[config.mk]
export PLATFORM = sky130hd
export DESIGN_NAME = rgb_lcd_timing_ctrl_flat
export DESIGN_NICKNAME = d
export VERILOG_FILES = /design/src/rtl/lcd_timing_pkg.sv /design/src/rtl/rgb_lcd_timing_ctrl_if.sv /design/src/rtl/lcd_axis_counter.sv /design/src/rtl/rgb_lcd_timing_ctrl.sv /design/src/flat_wrapper.sv
export SDC_FILE = /design/constraint.sdc
export NUM_CORES = 1
export LEC_CHECK = 0
export CAP_MARGIN = 20
export CORE_MARGIN = 3
export CORE_UTILIZATION = 45
export CTS_CLUSTER_DIAMETER = 40
export CTS_CLUSTER_SIZE = 28
export DETAILED_ROUTE_END_ITERATION = 10
export PLACE_DENSITY = 0.71
export SLEW_MARGIN = 20
export SYNTH_ARGS = -nofsm -noshare
export SYNTH_HDL_FRONTEND = slang
export SYNTH_SLANG_ARGS = --single-unit
[constraint.sdc]
create_clock -name PixelClk -period 3.6 [get_ports PixelClk]
set_input_delay 0.36 -clock PixelClk [delete_from_list [all_inputs] [get_ports PixelClk]]
set_output_delay 0.36 -clock PixelClk [all_outputs]
set_load 0.05 [all_outputs]
[src/rtl/lcd_timing_pkg.sv]
// Shared types and helpers for the RGB-LCD timing controller.
// Optional build macro: LCD_PATTERN_EN (colour-bar test pattern support).
package lcd_timing_pkg;

    // Frame-level controller states
    typedef enum logic [1:0] {
        ST_IDLE = 2'd0,
        ST_ARM  = 2'd1,
        ST_RUN  = 2'd2
    } lcd_state_e;

    // RGB565 -> RGB888 by replicating the MSBs into the new low bits
    function automatic logic [23:0] rgb565_to_888(input logic [15:0] d);
        return {d[15:11], d[15:13], d[10:5], d[10:9], d[4:0], d[4:2]};
    endfunction

    // Colour-bar table: black, red, green, yellow, blue, magenta, cyan, white
    function automatic logic [23:0] bar_color(input logic [2:0] idx);
        logic [23:0] c;
        case (idx)
            3'd0:    c = 24'h000000;
            3'd1:    c = 24'hFF0000;
            3'd2:    c = 24'h00FF00;
            3'd3:    c = 24'hFFFF00;
            3'd4:    c = 24'h0000FF;
            3'd5:    c = 24'hFF00FF;
            3'd6:    c = 24'h00FFFF;
            default: c = 24'hFFFFFF;
        endcase
        return c;
    endfunction

    // First active-relative pixel of bar k: smallest x with x*8 >= k*active
    function automatic int bar_start(input int k, input int active);
        return (k * active + 7) / 8;
    endfunction

endpackage

[src/rtl/rgb_lcd_timing_ctrl_if.sv]
// Line-FIFO read port between the pixel FIFO and the LCD timing controller.
// Handshake: FIFO_RE is a pop request that the controller only raises while
// FIFO_Empty=0 (empty acts as not-valid); a pop issued in cycle N presents its
// word on FIFO_Data during cycle N+1. FIFO_RST flushes the FIFO while high.
interface rgb_lcd_timing_ctrl_if;
    logic        FIFO_Empty;
    logic [15:0] FIFO_Data;
    logic        FIFO_RE;
    logic        FIFO_RST;

    modport master (input FIFO_Empty, input FIFO_Data, output FIFO_RE, output FIFO_RST);
    modport slave  (output FIFO_Empty, output FIFO_Data, input FIFO_RE, input FIFO_RST);
endinterface

[src/rtl/lcd_axis_counter.sv]
// One timing axis (horizontal or vertical): sync, back porch, active, front porch.
module lcd_axis_counter #(
    parameter int SYNC   = 2,
    parameter int BP     = 3,
    parameter int ACTIVE = 8,
    parameter int FP     = 1,
    parameter int CNT_W  = 12
) (
    input  logic             clk,
    input  logic             rst,
    input  logic             clr,
    input  logic             inc,
    output logic [CNT_W-1:0] cnt,
    output logic             in_sync,
    output logic             in_active,
    output logic             wrap
);
    localparam int               TOTAL     = SYNC + BP + ACTIVE + FP;
    localparam logic [CNT_W-1:0] LAST      = CNT_W'(TOTAL - 1);
    localparam logic [CNT_W-1:0] SYNC_END  = CNT_W'(SYNC);
    localparam logic [CNT_W-1:0] ACT_START = CNT_W'(SYNC + BP);
    localparam logic [CNT_W-1:0] ACT_END   = CNT_W'(SYNC + BP + ACTIVE);

    assign wrap      = inc && (cnt == LAST);
    assign in_sync   = (cnt < SYNC_END);
    assign in_active = (cnt >= ACT_START) && (cnt < ACT_END);

    // Free-running position counter, cleared while the axis is stopped
    always_ff @(posedge clk or posedge rst) begin
        if (rst)       cnt <= '0;
        else if (clr)  cnt <= '0;
        else if (wrap) cnt <= '0;
        else if (inc)  cnt <= cnt + 1'b1;
    end
endmodule

[src/rtl/rgb_lcd_timing_ctrl.sv]
// RGB-LCD timing generator and FIFO-to-pixel streamer.
// Counter stage -> stage 1 (flags, FIFO word arrives) -> stage 2 (panel pins).
// Optional build macro: LCD_PATTERN_EN adds PatternSel and colour-bar output.
module rgb_lcd_timing_ctrl
    import lcd_timing_pkg::*;
#(
    parameter int          H_ACTIVE     = 800,
    parameter int          H_FP         = 40,
    parameter int          H_SYNC       = 48,
    parameter int          H_BP         = 168,
    parameter int          V_ACTIVE     = 480,
    parameter int          V_FP         = 13,
    parameter int          V_SYNC       = 3,
    parameter int          V_BP         = 29,
    parameter logic        HS_POL       = 1'b0,
    parameter logic        VS_POL       = 1'b0,
    parameter int          CNT_W        = 12,
    parameter int          FIFO_RST_LEN = 20,
    parameter logic [23:0] UF_COLOR     = 24'hFF0000
) (
    input  logic                        PixelClk,
    input  logic                        RST,
    input  logic                        Enable,
`ifdef LCD_PATTERN_EN
    input  logic                        PatternSel,
`endif
    rgb_lcd_timing_ctrl_if.master       fifo,
    output logic                        LCD_DE,
    output logic                        LCD_HSYNC,
    output logic                        LCD_VSYNC,
    output logic [7:0]                  LCD_R,
    output logic [7:0]                  LCD_G,
    output logic [7:0]                  LCD_B,
    output logic                        FrameStart,
    output logic                        Underflow,
    input  logic                        UnderflowClr,
    output logic [1:0]                  dbg_state
);
    localparam logic [1:0] S_IDLE = 2'(ST_IDLE);
    localparam logic [1:0] S_ARM  = 2'(ST_ARM);
    localparam logic [1:0] S_RUN  = 2'(ST_RUN);

    logic [1:0]       state, state_nxt;
    logic             running;
    logic [CNT_W-1:0] h_cnt, v_cnt;
    logic             h_sync, h_act, h_wrap;
    logic             v_sync, v_act, v_wrap;
    logic             act0, de0, hs0, vs0, slot0, uf0;
    logic             de1, hs1, vs1, uf1;
    logic [23:0]      pix_nxt;

    assign running   = (state != S_IDLE);
    assign dbg_state = state;

    lcd_axis_counter #(.SYNC(H_SYNC), .BP(H_BP), .ACTIVE(H_ACTIVE), .FP(H_FP), .CNT_W(CNT_W)) u_h_cnt (
        .clk(PixelClk), .rst(RST), .clr(!running || !Enable), .inc(running),
        .cnt(h_cnt), .in_sync(h_sync), .in_active(h_act), .wrap(h_wrap)
    );

    lcd_axis_counter #(.SYNC(V_SYNC), .BP(V_BP), .ACTIVE(V_ACTIVE), .FP(V_FP), .CNT_W(CNT_W)) u_v_cnt (
        .clk(PixelClk), .rst(RST), .clr(!running || !Enable), .inc(h_wrap),
        .cnt(v_cnt), .in_sync(v_sync), .in_active(v_act), .wrap(v_wrap)
    );

    // Frame-level sequencing; v_wrap only fires on the last pixel of a frame
    always_comb begin
        state_nxt = state;
        if (!Enable) begin
            state_nxt = S_IDLE;
        end else begin
            case (state)
                S_IDLE:  state_nxt = S_ARM;
                S_ARM:   if (v_wrap && !fifo.FIFO_Empty) state_nxt = S_RUN;
                S_RUN:   state_nxt = S_RUN;
                default: state_nxt = S_IDLE;
            endcase
        end
    end

    // State register
    always_ff @(posedge PixelClk or posedge RST) begin
        if (RST) state <= S_IDLE;
        else     state <= state_nxt;
    end

    // Counter stage: timing flags and the pop decision
    assign act0 = h_act && v_act;
    assign de0  = (state == S_RUN) && act0;
    assign hs0  = (running && h_sync) ? HS_POL : ~HS_POL;
    assign vs0  = (running && v_sync) ? VS_POL : ~VS_POL;
`ifdef LCD_PATTERN_EN
    assign slot0 = de0 && !PatternSel;
`else
    assign slot0 = de0;
`endif
    assign uf0          = slot0 && fifo.FIFO_Empty;
    assign fifo.FIFO_RE = slot0 && !fifo.FIFO_Empty;
    // Flush lands inside vsync on line 0, well clear of any active pop
    assign fifo.FIFO_RST = !running || ((v_cnt == '0) && (h_cnt < CNT_W'(FIFO_RST_LEN)));
    assign FrameStart    = running && (h_cnt == '0) && (v_cnt == '0);

    // Stage 1: timing flags travel alongside the pixel being fetched
    always_ff @(posedge PixelClk or posedge RST) begin
        if (RST) begin
            de1 <= 1'b0;
            hs1 <= ~HS_POL;
            vs1 <= ~VS_POL;
            uf1 <= 1'b0;
        end else begin
            de1 <= de0;
            hs1 <= hs0;
            vs1 <= vs0;
            uf1 <= uf0;
        end
    end

`ifdef LCD_PATTERN_EN
    logic [2:0] bar0, bar1;
    logic       pat1;

    // Bar index by comparing against precomputed bar boundaries
    always_comb begin
        bar0 = 3'd0;
        for (int k = 1; k < 8; k++) begin
            if (h_cnt >= CNT_W'(H_SYNC + H_BP + bar_start(k, H_ACTIVE))) bar0 = bar0 + 3'd1;
        end
    end

    // Stage 1: pattern select and bar index
    always_ff @(posedge PixelClk or posedge RST) begin
        if (RST) begin
            pat1 <= 1'b0;
            bar1 <= 3'd0;
        end else begin
            pat1 <= PatternSel;
            bar1 <= bar0;
        end
    end
`endif

    // Pixel source selection for the pin stage
    always_comb begin
        pix_nxt = 24'h000000;
        if (de1) begin
            if (uf1) pix_nxt = UF_COLOR;
            else     pix_nxt = rgb565_to_888(fifo.FIFO_Data);
`ifdef LCD_PATTERN_EN
            if (pat1) pix_nxt = bar_color(bar1);
`endif
        end
    end

    // Stage 2: panel pins
    always_ff @(posedge PixelClk or posedge RST) begin
        if (RST) begin
            LCD_DE               <= 1'b0;
            LCD_HSYNC            <= ~HS_POL;
            LCD_VSYNC            <= ~VS_POL;
            {LCD_R, LCD_G, LCD_B} <= 24'h000000;
        end else begin
            LCD_DE               <= de1;
            LCD_HSYNC            <= hs1;
            LCD_VSYNC            <= vs1;
            {LCD_R, LCD_G, LCD_B} <= pix_nxt;
        end
    end

    // Sticky underflow flag; a same-cycle clear drops the new event
    always_ff @(posedge PixelClk or posedge RST) begin
        if (RST)               Underflow <= 1'b0;
        else if (UnderflowClr) Underflow <= 1'b0;
        else if (uf0)          Underflow <= 1'b1;
    end
endmodule

[src/flat_wrapper.sv]
// flat-port wrapper written by rule: the top's interface ports become plain ports
module rgb_lcd_timing_ctrl_flat import lcd_timing_pkg::*;
#(
    parameter int          H_ACTIVE     = 800,
    parameter int          H_FP         = 40,
    parameter int          H_SYNC       = 48,
    parameter int          H_BP         = 168,
    parameter int          V_ACTIVE     = 480,
    parameter int          V_FP         = 13,
    parameter int          V_SYNC       = 3,
    parameter int          V_BP         = 29,
    parameter logic        HS_POL       = 1'b0,
    parameter logic        VS_POL       = 1'b0,
    parameter int          CNT_W        = 12,
    parameter int          FIFO_RST_LEN = 20,
    parameter logic [23:0] UF_COLOR     = 24'hFF0000
)
  (PixelClk, RST, Enable, LCD_DE, LCD_HSYNC, LCD_VSYNC, LCD_R, LCD_G, LCD_B, FrameStart, Underflow, UnderflowClr, dbg_state, fifo_FIFO_Empty, fifo_FIFO_Data, fifo_FIFO_RE, fifo_FIFO_RST);
  rgb_lcd_timing_ctrl_if fifo_i ();
  input  logic PixelClk;
  input  logic RST;
  input  logic Enable;
  output logic LCD_DE;
  output logic LCD_HSYNC;
  output logic LCD_VSYNC;
  output logic [7:0] LCD_R;
  output logic [7:0] LCD_G;
  output logic [7:0] LCD_B;
  output logic FrameStart;
  output logic Underflow;
  input  logic UnderflowClr;
  output logic [1:0] dbg_state;
  input wire logic [$bits(fifo_i.FIFO_Empty)-1:0] fifo_FIFO_Empty;
  input wire logic [$bits(fifo_i.FIFO_Data)-1:0] fifo_FIFO_Data;
  output wire logic [$bits(fifo_i.FIFO_RE)-1:0] fifo_FIFO_RE;
  output wire logic [$bits(fifo_i.FIFO_RST)-1:0] fifo_FIFO_RST;
  assign fifo_i.FIFO_Empty = fifo_FIFO_Empty;
  assign fifo_i.FIFO_Data = fifo_FIFO_Data;
  assign fifo_FIFO_RE = fifo_i.FIFO_RE;
  assign fifo_FIFO_RST = fifo_i.FIFO_RST;
  rgb_lcd_timing_ctrl #(.H_ACTIVE(H_ACTIVE), .H_FP(H_FP), .H_SYNC(H_SYNC), .H_BP(H_BP), .V_ACTIVE(V_ACTIVE), .V_FP(V_FP), .V_SYNC(V_SYNC), .V_BP(V_BP), .HS_POL(HS_POL), .VS_POL(VS_POL), .CNT_W(CNT_W), .FIFO_RST_LEN(FIFO_RST_LEN), .UF_COLOR(UF_COLOR)) u_core (.PixelClk(PixelClk), .RST(RST), .Enable(Enable), .fifo(fifo_i), .LCD_DE(LCD_DE), .LCD_HSYNC(LCD_HSYNC), .LCD_VSYNC(LCD_VSYNC), .LCD_R(LCD_R), .LCD_G(LCD_G), .LCD_B(LCD_B), .FrameStart(FrameStart), .Underflow(Underflow), .UnderflowClr(UnderflowClr), .dbg_state(dbg_state));
endmodule
==> summary.md, run 1 <==
| Metric | Value |
|---|---|
| Crit-path max cell delay | 0.81 ns |
| Kind of cell adding the most delay to the critical path | simple AND/OR/NAND/NOR gates |
| Synth top area cells | dfrtp_1 (47%), dfstp_2 (4.3%), ha_1 (3.6%) |
| Final nets | 309 |
| Final WS setup | 0.542 ns |
| Max Cap Violations | 0 |
| Total wire length | 4.97 mm |
| Overall routing resource usage | 16.7% |
| Root buf cell | clkbuf_8 |
| Final hold vios | 0 |
| CP endpoint kind | output pin |
| Status | completed |
| Chip Height | 79.6 um |
| Buf+Inv Stages, Crit Path | 2 |
| Vias per cell | 5.38 |
| Ant. Diodes | 0 |
| Worst setup SP type | flip-flop |
| CTS tree | yes |
| Clock skew | 0.00942 ns |
| Main synth FF type | dfrtp_1 |
| CP cell instances | inv_1 -> ha_1 -> nor4b_1 -> and4b_1 -> nand3_1 -> nor2_1 -> clkdlybuf4s50_1 |
| Die width | 79.6 um |
| Synth-to-layout area growth | 25.9% |
| Cell Area, Synth | 2440 um^2 |
| # DRC | 0 |
| Ys Warns | 0 |
| Pre-CTS WS | 0.884 ns |
| Synth Instances | 239 |
| Worst min path class | flip-flop to flip-flop |
| Setup slack, reg-to-reg | 1.38 ns |
| Starting DRT DRC Count | 112 |
| Peak supply drop | 0.485 mV |
| Clk_lat worst skew | 0.31 ns |
| Largest net degree at the start of global routing | 51 |
| Post-DP HPWL | 3.51 mm |
| WL/cell | 14.1 um |
| Fin area | 3070 um^2 |
| Fill cells | 432 |
| Placed inst area | 2960 um^2 |
| Initial Util | 47.1% |
| DR pass1 iterations | 4 |
| IO Port Bufs | 53 |
| Clk slew on worst S/H paths | 0.09 ns |
| Postcts setup bufs | 0 |
| Worst Path Max Fanout | 6 |
| Post-synth ARST share | 100% |
| Commonest non-fill, non-tap cell in the layout | clkdlybuf4s50_1 |
| H-tree lvl count | 2 |
| Mapped Avg Cell Area | 10.2 um^2 |
| Post-route ant nets | 0 |
| Initial antenna violation count | 0 |
| Core area | 5170 um^2 |
| Slew margin rel. | 45.4% |
| Worst-margin pin slew | 0.818 ns |
| GPL Wtd Cong | 0.824 |
| Cts bufs inserted | 5 |
| Die area | 6340 um^2 |
| Final Cycle Share | 84.9% |
| Sequential-to-total area share from yosys stat | 51.5% |
| Max-slew violations | 0 |
| # placed instances | 344 |
| Most frequent cells in the layout | clkdlybuf4s50_1 (53), dfrtp_1 (46), nand2_1 (22), nor2_1 (18) |
| Fmax achieved | 0.327 GHz |
| Min Clock Period, post-route | 3.06 ns |
| I/O pins | 54 |
| DR vias | 1892 |
| EDFF count, synth | 0 |
| Post-synthesis cell type count | 45 |
| Setup CP Type | flip-flop to output pin |
| Syn_nets | 267 |
| Sinks on Clock Net | 50 |
| # setup viols final | 0 |
| Share of layout cells above drive strength 1 | 6.38% |
| Fin Hold WS | 0.353 ns |
| First-pass GRT wire length | 8.31 mm |
| Cts hold-fix bufs | 0 |
| Seq cells post-synth | 50 |
| GRT overflow | 0 |
| Pwr Density | 468 nW/um^2 |
| Vias in the first global route | 1722 |
| FP Rows | 26 |
| Clk buf depth | 2 |
| Top cell type's share of synthesized area | 47.2% |
| Post-route setup TNS | 0 ns |
| Post-cts resize count | 0 |
| Leak pwr | 1.32 nW |
| Final Non-Filler Cells | 352 |
| RSZ-0062 raised after global routing | no |
| Worst EP arrival | 2.70 ns |
| Data required, critical path | 3.24 ns |
| CP max-delay cell | clkdlybuf4s50_1 |
| Leading area contributor after synthesis | dfrtp_1 |
metrics by stage:
| stage | util, % | power, mW |
|---|---|---|
| 5_1_grt | 59.4 | 1.52 |
| 6_report | 59.4 | 1.44 |
| 2_1_floorplan | - | 0.914 |
| 4_1_cts | 59.3 | 1.45 |
| 3_5_place_dp | 57.2 | 1.05 |
| 3_3_place_gp | 57.2 | 1.05 |
per-layer routing:
metal  track usage (%)  wire [um]  vias to the layer above  share of wire (%)
met5                 0          0                        -                  0
met4              4.81         51                        0                1.0
met3              4.85        398                        7                8.0
met2              25.3       2220                       83                 45
met1              23.3       2300                      894                 46
li1                  -          -                      908                  -
cell type report:
cell class	count	area [um^2]	area share (%)
sequential	50	1260	40.9
inverter	12	46.3	1.51
multi-input combinational	158	1030	33.5
clock buffer	5	68.8	2.24
timing repair buffer	54	538	17.5
tap	70	87.6	2.85
clock inverter	3	43.8	1.43
cells by family (layout without fill, tap and decap cells):
| logic type | Yosys count | count (layout) | share of synthesized area, % |
|---|---|---|---|
| AO/OA/AOI/OAI | 37 | 37 | 9.80 |
| XOR/XNOR | 10 | 10 | 3.59 |
| adder cells (fa/ha/maj) | 7 | 7 | 3.59 |
| buffers and inverters | 31 | 74 | 6.26 |
| flip-flops | 50 | 50 | 51.5 |
| multiplexers | 2 | 2 | 0.821 |
| AND/OR/NAND/NOR | 102 | 102 | 24.4 |
worst register-to-register path, cell delays in order (launching register included):
cell and delay, ns:
dfrtp_1 0.44, inv_1 0.09, ha_1 0.14, nor4b_1 0.41, nand3_1 0.47, o31a_1 0.43, mux2i_1 0.13
registers in the layout, indices dropped and copies added, names as in the netlist:
signal / flops
u_core.LCD_R: 5
u_core.vs1: 1
u_core.dbg_state: 2
u_core.LCD_G: 6
u_core.Underflow: 1
u_core.LCD_VSYNC: 1
u_core.LCD_HSYNC: 1
u_core.LCD_DE: 1
u_core.LCD_B: 5
u_core.uf1: 1
u_core.u_v_cnt.cnt: 12
u_core.de1: 1
u_core.u_h_cnt.cnt: 12
u_core.hs1: 1
final timing paths:
| kind | from | to | cells after the start |
|---|---|---|---|
| hold reg to reg | u_core.vs1 | u_core.LCD_VSYNC | 0 |
| min in group asynchronous | RST | u_core.LCD_B[5] | 2 |
| hold / removal | u_core.vs1 | u_core.LCD_VSYNC | 0 |
| setup reg to reg | u_core.u_v_cnt.cnt[0] | u_core.dbg_state[1] | 6 |
| setup / recovery | u_core.u_v_cnt.cnt[0] | FrameStart | 7 |
| max in group asynchronous | RST | u_core.dbg_state[1] | 2 |
cell usage after synthesis (3+ instances only):
library cell	instances
dfrtp_1	46
nand2_1	22
nor2_1	18
a21oi_1	13
and2_1	13
inv_1	12
nand3_1	12
buf_4	8
ha_1	7
clkbuf_1	6
nand4_1	6
xnor2_1	6
buf_2	5
o21a_1	5
o22ai_1	5
dfstp_2	4
nor4_1	4
xor2_1	4
and3_1	3
and4_1	3
o21ai_0	3
where the power goes:
group	internal (mW)	total (mW)	switching, mW	leakage [nW]
Sequential	0.615	0.640	0.0244	0.683
Clock	0.208	0.396	0.188	0.0585
Combinational	0.140	0.400	0.260	0.581
Total	0.963	1.44	0.473	1.32
(Power assumes the default switching activity.)
==> run 2: changes to the inputs <==
Settings changed: PLACE_DENSITY 0.71 to 0.74.
Clock period 3.6 ns to 2.8 ns, I/O delays scaled along.
==> run 2 against run 1 <==
  * Sequential share of layout area fell by 0.083 points
  * Final cell count increased by 0.57%
  * Register-to-register slack got worse by 0.80 ns
  * Combinational power rose by 28%
  * Total power is 28% higher
  * Clock skew shrank 0.0013 ns
  * Clock-buffer cell count stayed put
  * Sequential cell count unchanged
  * Largest cell class unchanged
==> summary.md, run 2 (same netlist as run 1, synthesis figures left out) <==
| Metric | Value |
|---|---|
| Status | completed |
| Post-route ant nets | 0 |
| Vias in the first global route | 1765 |
| CP endpoint kind | output pin |
| Leak pwr | 1.34 nW |
| Initial Util | 47.1% |
| Reg-to-Reg Start | u_core.u_v_cnt.cnt[0] |
| Post-cts resize count | 0 |
| Chip Height | 79.6 um |
| Worst EP arrival | 2.09 ns |
| Peak supply drop | 0.539 mV |
| H-tree lvl count | 2 |
| Die area | 6340 um^2 |
| Worst Setup EP | FrameStart |
| Met2 Use GR | 26.5% |
| Total wire length | 4.86 mm |
| Commonest non-fill, non-tap cell in the layout | clkdlybuf4s50_1 |
| Cts hold-fix bufs | 0 |
| GRT overflow | 0 |
| Final hold vios | 0 |
| Root buf cell | clkbuf_8 |
| First-pass GRT wire length | 8.30 mm |
| Post-DP HPWL | 3.62 mm |
| Post-route setup TNS | 0 ns |
| # setup viols final | 0 |
| Sinks on Clock Net | 50 |
| Clk slew on worst S/H paths | 0.09 ns |
| Reg2reg path depth | 6 |
| Worst Path Max Fanout | 6 |
| Vias per cell | 5.31 |
| Reg-to-Reg End | u_core.dbg_state[1] |
| Crit. Startpoint | u_core.u_v_cnt.cnt[0] |
| Starting DRT DRC Count | 97 |
| DR vias | 1879 |
| Ant. Diodes | 0 |
| Clk_lat worst skew | 0.30 ns |
| Clock skew | 0.00817 ns |
| Pwr Density | 598 nW/um^2 |
| Data required, critical path | 2.52 ns |
| Cts bufs inserted | 5 |
| Met1 GRT Util | 21.6% |
| WL/cell | 13.7 um |
| CTS tree | yes |
| GPL Wtd Cong | 0.880 |
| GR peak layer | met2 |
| # DRC | 0 |
| Share of layout cells above drive strength 1 | 8.10% |
| Worst min path class | primary input to async pin |
| Fmax achieved | 0.422 GHz |
| Overall routing resource usage | 16.5% |
| Clk buf depth | 2 |
| I/O pins | 54 |
| RSZ-0062 raised after global routing | no |
| Slew margin rel. | 65.6% |
| Final nets | 311 |
| Setup slack, reg-to-reg | 0.58 ns |
| Min Clock Period, post-route | 2.37 ns |
| DR pass1 iterations | 4 |
| Core area | 5170 um^2 |
| Postcts setup bufs | 0 |
| Max Cap Violations | 0 |
| Synth-to-layout area growth | 26.2% |
| PnR Total Power | 1.84 mW |
| Max-slew violations | 0 |
| Initial antenna violation count | 0 |
| GRT met3 Usage | 4.63% |
| Setup CP Type | flip-flop to output pin |
| Most frequent cells in the layout | clkdlybuf4s50_1 (50), dfrtp_1 (46), nand2_1 (22), nor2_1 (18) |
| Worst-margin pin slew | 0.515 ns |
| Worst setup SP type | flip-flop |
| IO Port Bufs | 53 |
| FP Rows | 26 |
| Die width | 79.6 um |
| Largest net degree at the start of global routing | 25 |
| Final Cycle Share | 84.6% |
| Fill cells | 423 |
-- run 2: cell types whose count changed in the layout (fill, tap and decap cells not counted) --
cell             change
clkdlybuf4s50_1      -3
inv_2                +1
clkinv_2             -1
buf_4                +5
-- run 2: worst max-delay path: stages, from the launching register on --
cell and delay [ns]:
dfrtp_1 0.45, inv_1 0.10, ha_1 0.13, nor4b_1 0.39, and4b_1 0.28, nand3_1 0.09
nor2_1 0.14, buf_4 0.21
-- run 2: through the flow --
| stage | hold WS, ns | instance area [um^2] | setup slack [ns] | utilization, % | cells |
|---|---|---|---|---|---|
| floorplan | 0.345 | 2440 | 0.447 | - | 239 |
| global placement | 0.346 | 2960 | 0.729 | 57.3 | 346 |
| detailed placement | 0.347 | 2960 | 0.655 | 57.3 | 346 |
| CTS | 0.213 | 3080 | 0.436 | 59.5 | 354 |
| global route | 0.230 | 3080 | 0.287 | 59.5 | 354 |
| finish | 0.202 | 3080 | 0.431 | 59.5 | 354 |
-- run 2: power by group --
group	switching [mW]	internal, mW	leakage [nW]
Combinational	0.333	0.178	0.594
Sequential	0.0323	0.791	0.683
Clock	0.237	0.268	0.0585
-- run 2: metal layers --
metal	vias to the layer above	part of all wire [%]
met5	-	0
met4	0	0.93
met3	5	8.3
met2	81	45
met1	880	45
li1	913	-
-- run 2: how the worst min path moves through the flow --
stage / end / depth (start not counted)
floorplan: u_core.LCD_HSYNC / 0
global placement: u_core.LCD_VSYNC / 0
detailed placement: u_core.LCD_HSYNC / 0
CTS: u_core.u_v_cnt.cnt[5] / 2
global route: u_core.u_v_cnt.cnt[5] / 2
finish: u_core.u_v_cnt.cnt[5] / 2
-- run 2: final cells by class --
type | instances | area, um^2 | share of cell area (%)
Sequential cell | 50 | 1260 | 40.8
Multi-Input combinational cell | 158 | 1030 | 33.5
Timing Repair Buffer | 56 | 546 | 17.7
Tap cell | 70 | 87.6 | 2.85
Clock buffer | 5 | 68.8 | 2.24
Inverter | 12 | 45.0 | 1.46
Clock inverter | 3 | 43.8 | 1.42
